`config.mk`:
```
export PLATFORM = sky130hd
export DESIGN_NAME = instruction_mem_sync
export DESIGN_NICKNAME = d
export VERILOG_FILES = /design/src/rtl/instruction_mem_sync.sv
export SDC_FILE = /design/constraint.sdc
export NUM_CORES = 1
export LEC_CHECK = 0
export BUFFER_PORTS_ARGS = -buffer_cell sky130_fd_sc_hd__clkbuf_2
export CAP_MARGIN = 10
export CORE_UTILIZATION = 55
export CTS_CLUSTER_SIZE = 30
export DETAILED_ROUTE_END_ITERATION = 8
export PLACE_DENSITY_LB_ADDON = 0.3
export REMOVE_ABC_BUFFERS = 1
export SETUP_SLACK_MARGIN = 0.02
export SLEW_MARGIN = 0
export SYNTH_ARGS = -nofsm -noshare
export SYNTH_HDL_FRONTEND = slang
export SYNTH_SLANG_ARGS = --single-unit
```
`constraint.sdc`:
```
create_clock -name clk -period 8.6 [get_ports clk]
set_clock_uncertainty 0.1 [all_clocks]
set_input_delay 0.43 -clock clk [delete_from_list [all_inputs] [get_ports clk]]
set_output_delay 0.43 -clock clk [all_outputs]
set_load 0.1 [all_outputs]
```
`src/rtl/instruction_mem_sync.sv`:
```
// Program-loadable instruction memory with a one-cycle registered fetch port.
// The program is streamed in during LOAD, then fetched by byte PC during RUN.
module instruction_mem_sync #(
  parameter int DATA_W = 32,
  parameter int DEPTH  = 32,
  parameter int ADDR_W = 5
) (
  input  logic              clk,
  input  logic              reset,
  input  logic [31:0]       pc,
  input  logic              stall,
  input  logic              flush,
  input  logic              load_valid,
  input  logic [DATA_W-1:0] load_data,
  input  logic              load_last,
  input  logic              reload,
  output logic [DATA_W-1:0] instr,
  output logic              instr_valid,
  output logic              addr_err,
  output logic              run,
  output logic [ADDR_W:0]   prog_words
);

  localparam logic [0:0] ST_LOAD = 1'b0;
  localparam logic [0:0] ST_RUN  = 1'b1;

  logic [0:0]        state_reg;
  logic [ADDR_W-1:0] wptr_reg;
  logic [ADDR_W:0]   prog_words_reg;
  logic [DATA_W-1:0] instr_reg;
  logic              instr_valid_reg;
  logic              addr_err_reg;

  logic [DATA_W-1:0] mem [DEPTH];

  logic [ADDR_W-1:0] fetch_idx;
  logic              in_range;
  logic              load_en;
  logic              wptr_at_end;

  assign fetch_idx   = pc[ADDR_W+1:2];
  assign in_range    = (pc[1:0] == 2'b00) && (pc[31:ADDR_W+2] == '0) &&
                       ({1'b0, fetch_idx} < prog_words_reg);
  assign wptr_at_end = (wptr_reg == ADDR_W'(DEPTH - 1));
  assign load_en     = !reset && (state_reg == ST_LOAD) && load_valid && !reload;

  // Memory has no reset: reset and reload only discard load progress.
  always_ff @(posedge clk) begin
    if (load_en) begin
      mem[wptr_reg] <= load_data;
    end
  end

  always_ff @(posedge clk) begin
    if (reset) begin
      state_reg       <= ST_LOAD;
      wptr_reg        <= '0;
      prog_words_reg  <= '0;
      instr_reg       <= '0;
      instr_valid_reg <= 1'b0;
      addr_err_reg    <= 1'b0;
    end else if (state_reg == ST_LOAD) begin
      instr_reg       <= '0;
      instr_valid_reg <= 1'b0;
      addr_err_reg    <= 1'b0;
      if (reload) begin
        wptr_reg       <= '0;
        prog_words_reg <= '0;
      end else if (load_valid) begin
        prog_words_reg <= prog_words_reg + 1'b1;
        // The final slot forces RUN so the write pointer never wraps.
        if (load_last || wptr_at_end) begin
          state_reg <= ST_RUN;
        end else begin
          wptr_reg <= wptr_reg + 1'b1;
        end
      end
    end else begin
      if (reload) begin
        state_reg       <= ST_LOAD;
        wptr_reg        <= '0;
        prog_words_reg  <= '0;
        instr_reg       <= '0;
        instr_valid_reg <= 1'b0;
        addr_err_reg    <= 1'b0;
      end else if (flush) begin
        instr_reg       <= '0;
        instr_valid_reg <= 1'b0;
        addr_err_reg    <= 1'b0;
      end else if (!stall) begin
        if (in_range) begin
          instr_reg       <= mem[fetch_idx];
          instr_valid_reg <= 1'b1;
          addr_err_reg    <= 1'b0;
        end else begin
          instr_reg       <= '0;
          instr_valid_reg <= 1'b0;
          addr_err_reg    <= 1'b1;
        end
      end
    end
  end

  assign instr       = instr_reg;
  assign instr_valid = instr_valid_reg;
  assign addr_err    = addr_err_reg;
  assign prog_words  = prog_words_reg;
  assign run         = (state_reg == ST_RUN);

endmodule

```
==> results of run 1 <==
==> layout make-up <==
type	instances	share of cell area
sequential	1070	0.688
inverter	12	0.000979
tap	959	0.0261
clock inverter	56	0.0104
multi-input combinational	666	0.194
timing repair buffer	164	0.0214
clock buffer	134	0.0590
==> through the flow <==
stage	cell area [µm²]	worst slack, ns	cells	utilization	power, mW
final	46000	5.37	3061	0.626	10.4
after floorplan	40300	4.20	1748	-	6.01
after CTS	46000	5.37	3061	0.626	10.5
after detailed placement	42800	4.69	2869	0.583	6.23
after global routing	46000	5.25	3061	0.626	10.7
after global placement	42800	4.76	2869	0.583	6.22
==> per-layer routing <==
layer,vias up,part of all wire,track usage
li1,8254,-,-
met1,10600,0.38,0.353
met2,1103,0.50,0.435
met3,195,0.084,0.0469
met4,0,0.029,0.0843
met5,-,0,0
==> Yosys cell counts, types with 2 or more instances <==
cell / number
nor2_1: 52
nand3b_1: 3
xor2_1: 2
nor3_1: 2
or3b_2: 2
nand4_1: 36
buf_2: 22
mux4_1: 51
mux2i_1: 34
buf_12: 9
buf_4: 20
mux4_2: 205
a32oi_1: 32
dfxtp_1: 46
and2_1: 2
buf_6: 5
buf_8: 2
o2111ai_1: 2
ha_1: 10
clkbuf_1: 47
edfxtp_1: 1024
nor2b_1: 4
nand2_1: 72
a21oi_1: 3
buf_1: 7
a22oi_1: 97
nor4_1: 7
o21ai_0: 35
xnor2_1: 5
inv_1: 12
==> critical path: cells and delay by family <==
kind	cells	cell delay [ns]
adders and majority gates	1	0.32
AOI/OAI and AO/OA	3	0.38
and+or+nand+nor	2	0.49
buffers and inverters	3	1.90
==> final timing paths <==
kind,endpoint,slack [ns]
worst min register to register,instr[4],0.37
worst min-delay path,run,0.02
worst max-delay path,instr[12],5.37
worst max register to register,mem[27][16],5.42
==> power breakdown <==
| part | total (mW) | internal [mW] | switching, mW |
|---|---|---|---|
| logic | 0.408 | 0.152 | 0.255 |
| clock network | 4.30 | 2.41 | 1.89 |
| registers | 5.71 | 5.71 | 0.00221 |
| total | 10.4 | 8.27 | 2.15 |
==> kinds of logic after synthesis <==
group | after synthesis | synth area share
adders and majority gates | 10 | 0.00305
AOI/OAI and AO/OA | 171 | 0.0300
buffers and inverters | 124 | 0.0189
DFF | 1070 | 0.771
xor gates and xnor gates | 7 | 0.00149
and+or+nand+nor | 188 | 0.0218
muxes | 290 | 0.153
==> timing repair <==
item	4_1_cts	5_1_grt
setup buffers	0	0
gates resized for setup	0	0
endpoints found under the hold margin	3	0
hold buffers	2	0
==> results.md, run 1 <==
Floorplan:
- The standard-cell row count is 99.
- In this run the standard cell core region covers 73,500 µm².
- The number of top-level design ports is 112.
- The effective utilization at floorplan is 0.559.
- The height of the chip is 275 µm.
- The die is 275 µm wide.
- The floorplan die area is 75,700 µm².

Cells and area:
- The number of antenna diodes is 0.
- In the layout the commonest cells are edfxtp_1 (1,024), mux4_2 (205), clkbuf_2 (107).
- The library cell used most frequently in the layout, excluding fill and tap cells, is edfxtp_1.
- The net count of the finished layout is 2,097.
- The sequential cell area in the final layout is 31,700 µm².
- The fraction of final layout cells sized beyond drive strength 1 is 0.264.
- The count of fill cells added during filler insertion is 4,817.
- The register with the most flip-flops in the layout has 1,024 of them.
- The area growth from synthesis to final layout is 12.1%.
- The area used by multi-input combinational logic is 8920 µm².

Logic synthesis:
- The yosys synthesis warning count is 0.
- In this run, synthesis inferred 1,024 flip-flops with an integrated enable.
- Sorting the synthesized cells by area gives the leading types as edfxtp_1 (75%), mux4_2 (11%), mux4_1 (3.3%), dfxtp_1 (2.2%), a22oi_1 (1.8%).
- The largest total area in the synthesized netlist belongs to edfxtp_1.
- Of the post-synthesis cell area, the dominant cell type holds 0.749.
- The number of distinct library cells after synthesis is 40.
- The average cell area after synthesis is 22.1 µm².
- The post-synthesis cell area is 41,100 µm².
- In the synthesized netlist the async set-or-reset flop fraction comes to 0.
- Of the synthesized area, sequential elements account for 0.771.
- After technology mapping, the gate count stands at 1,860.
- The count of state elements after synthesis is 1,070.
- For this run, the leading register cell type out of synthesis is edfxtp_1.

STA:
- The number of endpoints with negative hold slack in the final report was 0.
- The worst pin sits at a relative slew slack of 0.225.
- The total negative setup slack is 0 ns.
- The total setup violations reported at the end of the flow is 0.
- The actual transition at the worst max-transition pin is 1.16 ns.
- The max-slew violation total from the final report is 0.
- The worst path needs 3.23 ns of the cycle, external delays included.
- Setup repair after global routing left no endpoint under its margin.
- The worst hold slack across all endpoints is 0.0221 ns.
- The share of the clock period used by the worst path after layout is 0.375.
- The timing-limited maximum frequency is 310 MHz.

Hold path:
- The tightest min-delay check is of the in2reg type.
- The number of instances on the worst hold path is 3.
- In this run the most critical hold path is launched from load_last.

Worst setup path:
- The cell with the largest stage delay on the worst path is buf_4.
- Walking the worst path, the cells encountered are buf_8 > buf_4 > ha_1 > o21ai_0 > o21ai_1 > o2111ai_4 > buf_4 > nand4_1 > nand2_1.
- In this run the worst path has a maximum fanout of 77.
- The cell count of the worst reg-to-reg path is 5.
- The required time of the critical path is 9.09 ns.
- The critical path arrival is 3.72 ns.
- The worst register-to-register path begins at run.
- The most frequent cell on the critical path is buf_4.
- In this run the worst setup path begins at pc[3].
- The worst setup path is launched from an input port.
- The critical path is of the in2reg type.
- In this design, the stage delay of the slowest critical-path cell is 0.74 ns.
- The type of destination of the critical path is a flop.

Routing:
- The via count normalized by instance count is 6.58.
- The number of iterations in the first detailed-routing pass is 8.
- In the routed design, unresolved DRC markers number 0.
- Dividing the detail-routed wire length by the instance count gives 31.4 µm.
- The remaining antenna violation count is 0.
- The detailed-route wire length is 96.2 mm.
- The number of vias after detailed routing is 20,100.
- The initial detailed-routing violation count is 2,317.

CTS:
- The largest buffer count on any clock path is 3.
- Clock tree synthesis inserted a total of 102 buffers.
- Clock latency on the worst-skew pair, taken at its later pin, is 0.66 ns.
- TritonCTS built the clock tree.
- The clock net in this run drives a total of 1,070 sinks.
- The tree is rooted in a clkbuf_16.
- Clock-pin slew was measured on the worst setup and hold paths at 0.06 ns.
- The number of H-tree branching levels is 3.

Global route:
- The maximum number of pins on one net before global-route repair is 78.
- The wire length of the first global-routing pass is 140 mm.
- Across every metal layer, demand over resource in global routing totals 0.261.
- The number of antenna violations at the first check in global routing is 2.
- The via count of the first global-routing pass is 20,700.
- The aggregate global routing overflow is 0.

Place:
- The count of buffers inserted at the top-level ports is 111.
- Once detailed placement completed, the half-perimeter wirelength came to 51.6 mm.
- Routability-driven placement finished with a final weighted congestion of 0.788.

Power:
- IR analysis of the VDD net gives a maximum drop of 0.151 mV.
- In this run the static leakage power is 14.8 nW.
- The power per unit of standard cell area is 226 nW/µm².

Status:
- The flow ran to the end, and the final reports show no timing, DRC or antenna violations.

Run:
- The max-cap check violation count is 0.
No activity file was read; power rests on OpenSTA's default activity.
==> inputs of run 2 (changes only) <==
==> constraint.sdc (replaced) <==
create_clock -name clk -period 3.25 [get_ports clk]
set_clock_uncertainty 0.1 [all_clocks]
set_input_delay 0.1625 -clock clk [delete_from_list [all_inputs] [get_ports clk]]
set_output_delay 0.1625 -clock clk [all_outputs]
set_load 0.1 [all_outputs]
==> run 2 against run 1 <==
Compared with the run above:
- power rose to 2.7 times the previous value
- non-clock buffer count grew 32
- global-route usage shrank 1.1 points
- largest cell class unchanged
- sequential share of layout area decreased by 1.2 points
- clock-buffer cell count up 5
- via count down 0.41%
- design area increased by 1.7%
- sequential power grew to 2.6 times the previous value
- utilization increased by 1.1 points
- critical endpoint is now addr_err
==> results.md, run 2 (synthesis gave the netlist of run 1 again) <==
Place:
- Detailed placement finished with a half-perimeter wire length of 53.4 mm.
- Port buffering added 111 buffers.
- Routability-driven placement finished with a final weighted congestion of 0.795.
- In this run, placement finished with an instance count of 2,891.
- The area after detailed placement is 43,300 µm².

CTS:
- TritonCTS built the clock tree.
- The largest buffer count on any clock path is 3.
- The CTS sink count is 1,070.
- Clock-pin slew was measured on the worst setup and hold paths at 0.06 ns.
- The post-cts gate resize count is 0.
- The clock root buffer is clkbuf_16.
- In this run the post-CTS setup repair buffer count came out at 0.
- The total CTS buffers is 101.
- The clock tree synthesis step divided the H-tree into 3 levels.
- The clock reaches the later pin of the worst-skew pair after 0.67 ns.

Global route:
- The maximum number of pins on one net before global-route repair is 77.
- Across every metal layer, demand over resource in global routing totals 0.250.
- The number of antenna violations at the first check in global routing was 2.
- The via count of the first global-routing pass is 20,600.
- The total overflow left after global routing is 0.
- The first global-routing pass estimated 136 mm of wire.

Floorplan:
- The core region is 73,500 µm².
- The effective utilization at floorplan is 0.559.
- The height of the chip is 275 µm.
- The floorplan die area is 75,700 µm².
- The floorplan has 99 rows.
- From left edge to right edge, the die measures 275 µm.
- The number of top-level design ports is 112.

Cells and area:
- Of the cells placed in the final design, the portion with a size suffix greater than 1 is 0.273.
- The library cells used most frequently in the layout, excluding fill and tap cells, are edfxtp_1 (1,024), mux4_2 (205), clkbuf_2 (107).
- The sequential cell area in the final layout is 31,700 µm².
- The layout has 4,673 filler cells.
- The multi-input combinational cells in the finished layout cover a total of 8920 µm².
- The register with the most flip-flops in the layout has 1,024 of them.
- At the end of the flow the core is filled with cells to 0.637.
- Once layout is done, the placed cells without fillers occupy 46,800 µm².
- The non-filler instance count after layout is 3,094.
- The net count of the finished layout is 2,128.
- The library cell used most frequently in the layout, excluding fill and tap cells, is edfxtp_1.
- The area growth from synthesis to final layout is 14.0%.

Worst setup path:
- The signal on the critical path passes through inv_1 > ha_1 > nor3b_1 > o21ai_1 > o2111ai_4 > buf_4 > a221oi_1 > dlygate4sd3_1.
- The critical path is of the reg2reg type.
- The required time of the critical path is 3.70 ns.
- The slowest stage of the critical path is the buf_4 cell.
- The critical path arrival is 3.21 ns.
- On the worst path, the slowest cell contributes a delay of 0.62 ns.
- The kind of start point of the critical path is a flop.
- In this run the worst path has a maximum fanout of 66.
- STA classifies the critical path endpoint as a flop.
- Together, buffers and inverters on the worst path number 3.
- The kind of cell with the highest combined delay along the critical path is buffers and inverters.

Status:
- The run finished with clean final reports.

Routing:
- The via count normalized by instance count is 6.48.
- In the routed design, unresolved DRC markers number 0.
- The initial detailed-routing violation count is 1,969.
- The detail route stage leaves a number of antenna-violating nets equal to 0.
- The number of vias after detailed routing is 20,100.
- The final routed wire length divided by cell count is 29.8 µm.
- The first detailed-routing pass took 5 iterations.
- The detailed-route wire length is 92.3 mm.

STA:
- The share of the clock period used by the worst path after layout is 0.849.
- The number of endpoints with negative hold slack in the final report came to 0.
- The worst hold slack across all endpoints is 0.0631 ns.
- The actual transition at the worst max-transition pin is 0.936 ns.
- Setup violations remaining at the end of the flow were counted as 0.
- Based on the critical path, the design can be clocked at up to 362 MHz.
- The worst slew margin relative to its limit is 0.375.
- The routed design could run at a clock period as short as 2.76 ns.
- The max-slew violation total from the final report is 0.
- Setup repair after global routing left no endpoint under its margin.

Power:
- Power spread over the standard cell area amounts to 599 nW/µm².
- The completed layout was analyzed and its total power is 28.0 mW.
- The largest vdd supply drop is 0.440 mV.
- The reported leakage power is 15.1 nW.

Run:
- Across the run, the number of max-cap violations was 0.

Hold path:
- The class of the tightest hold or removal check is in2reg.
-- run 2: changes by cell type in the layout (fill, tap and decap cells not counted), sizes merged --
cell,before,now
dlygate4sd3,2,12
clkinvlp,4,1
inv,16,17
bufinv,6,10
diode,0,1
clkbuf,242,247
clkinv,42,35
buf,54,76
-- run 2: repair_timing --
item	4_1_cts	5_1_grt
endpoints found under the hold margin	36	0
setup endpoints to repair	0	0
hold buffers	12	0
-- run 2: layout make-up --
class,instances,share of cell area
tap,959,0.0256
clock inverter,51,0.0120
timing repair buffer,196,0.0347
antenna,1,0.0000535
clock buffer,139,0.0592
sequential,1070,0.677
inverter,12,0.000963
multi-input combinational,666,0.191
-- run 2: per-stage QoR --
step | TNS (ns) | setup WS [ns]
2_1_floorplan | -48.51 | -1.15
3_3_place_gp | 0 | 0.626
3_5_place_dp | 0 | 0.596
4_1_cts | 0 | 0.532
5_1_grt | 0 | 0.342
6_report | 0 | 0.490
-- run 2: final timing paths --
kind                               endpoint     startpoint  cells past startpoint  slack, ns
worst max-delay path               addr_err  prog_words[1]                      8       0.49
worst min-delay path            mem[17][19]  load_data[19]                      1       0.06
worst max register to register     addr_err  prog_words[1]                      8       0.49
worst min register to register    instr[27]      instr[27]                      2       0.37
-- run 2: power breakdown --
part | switching [mW] | internal [mW]
clock | 4.93 | 6.79
combinational | 0.737 | 0.438
sequential | 0.00605 | 15.1
-- run 2: metal layers --
metal,GRT usage,share of wire,vias up
li1,-,-,8308
met1,0.355,0.40,10700
met2,0.399,0.49,943
met3,0.0428,0.082,132
met4,0.0823,0.028,0
met5,0,0,-
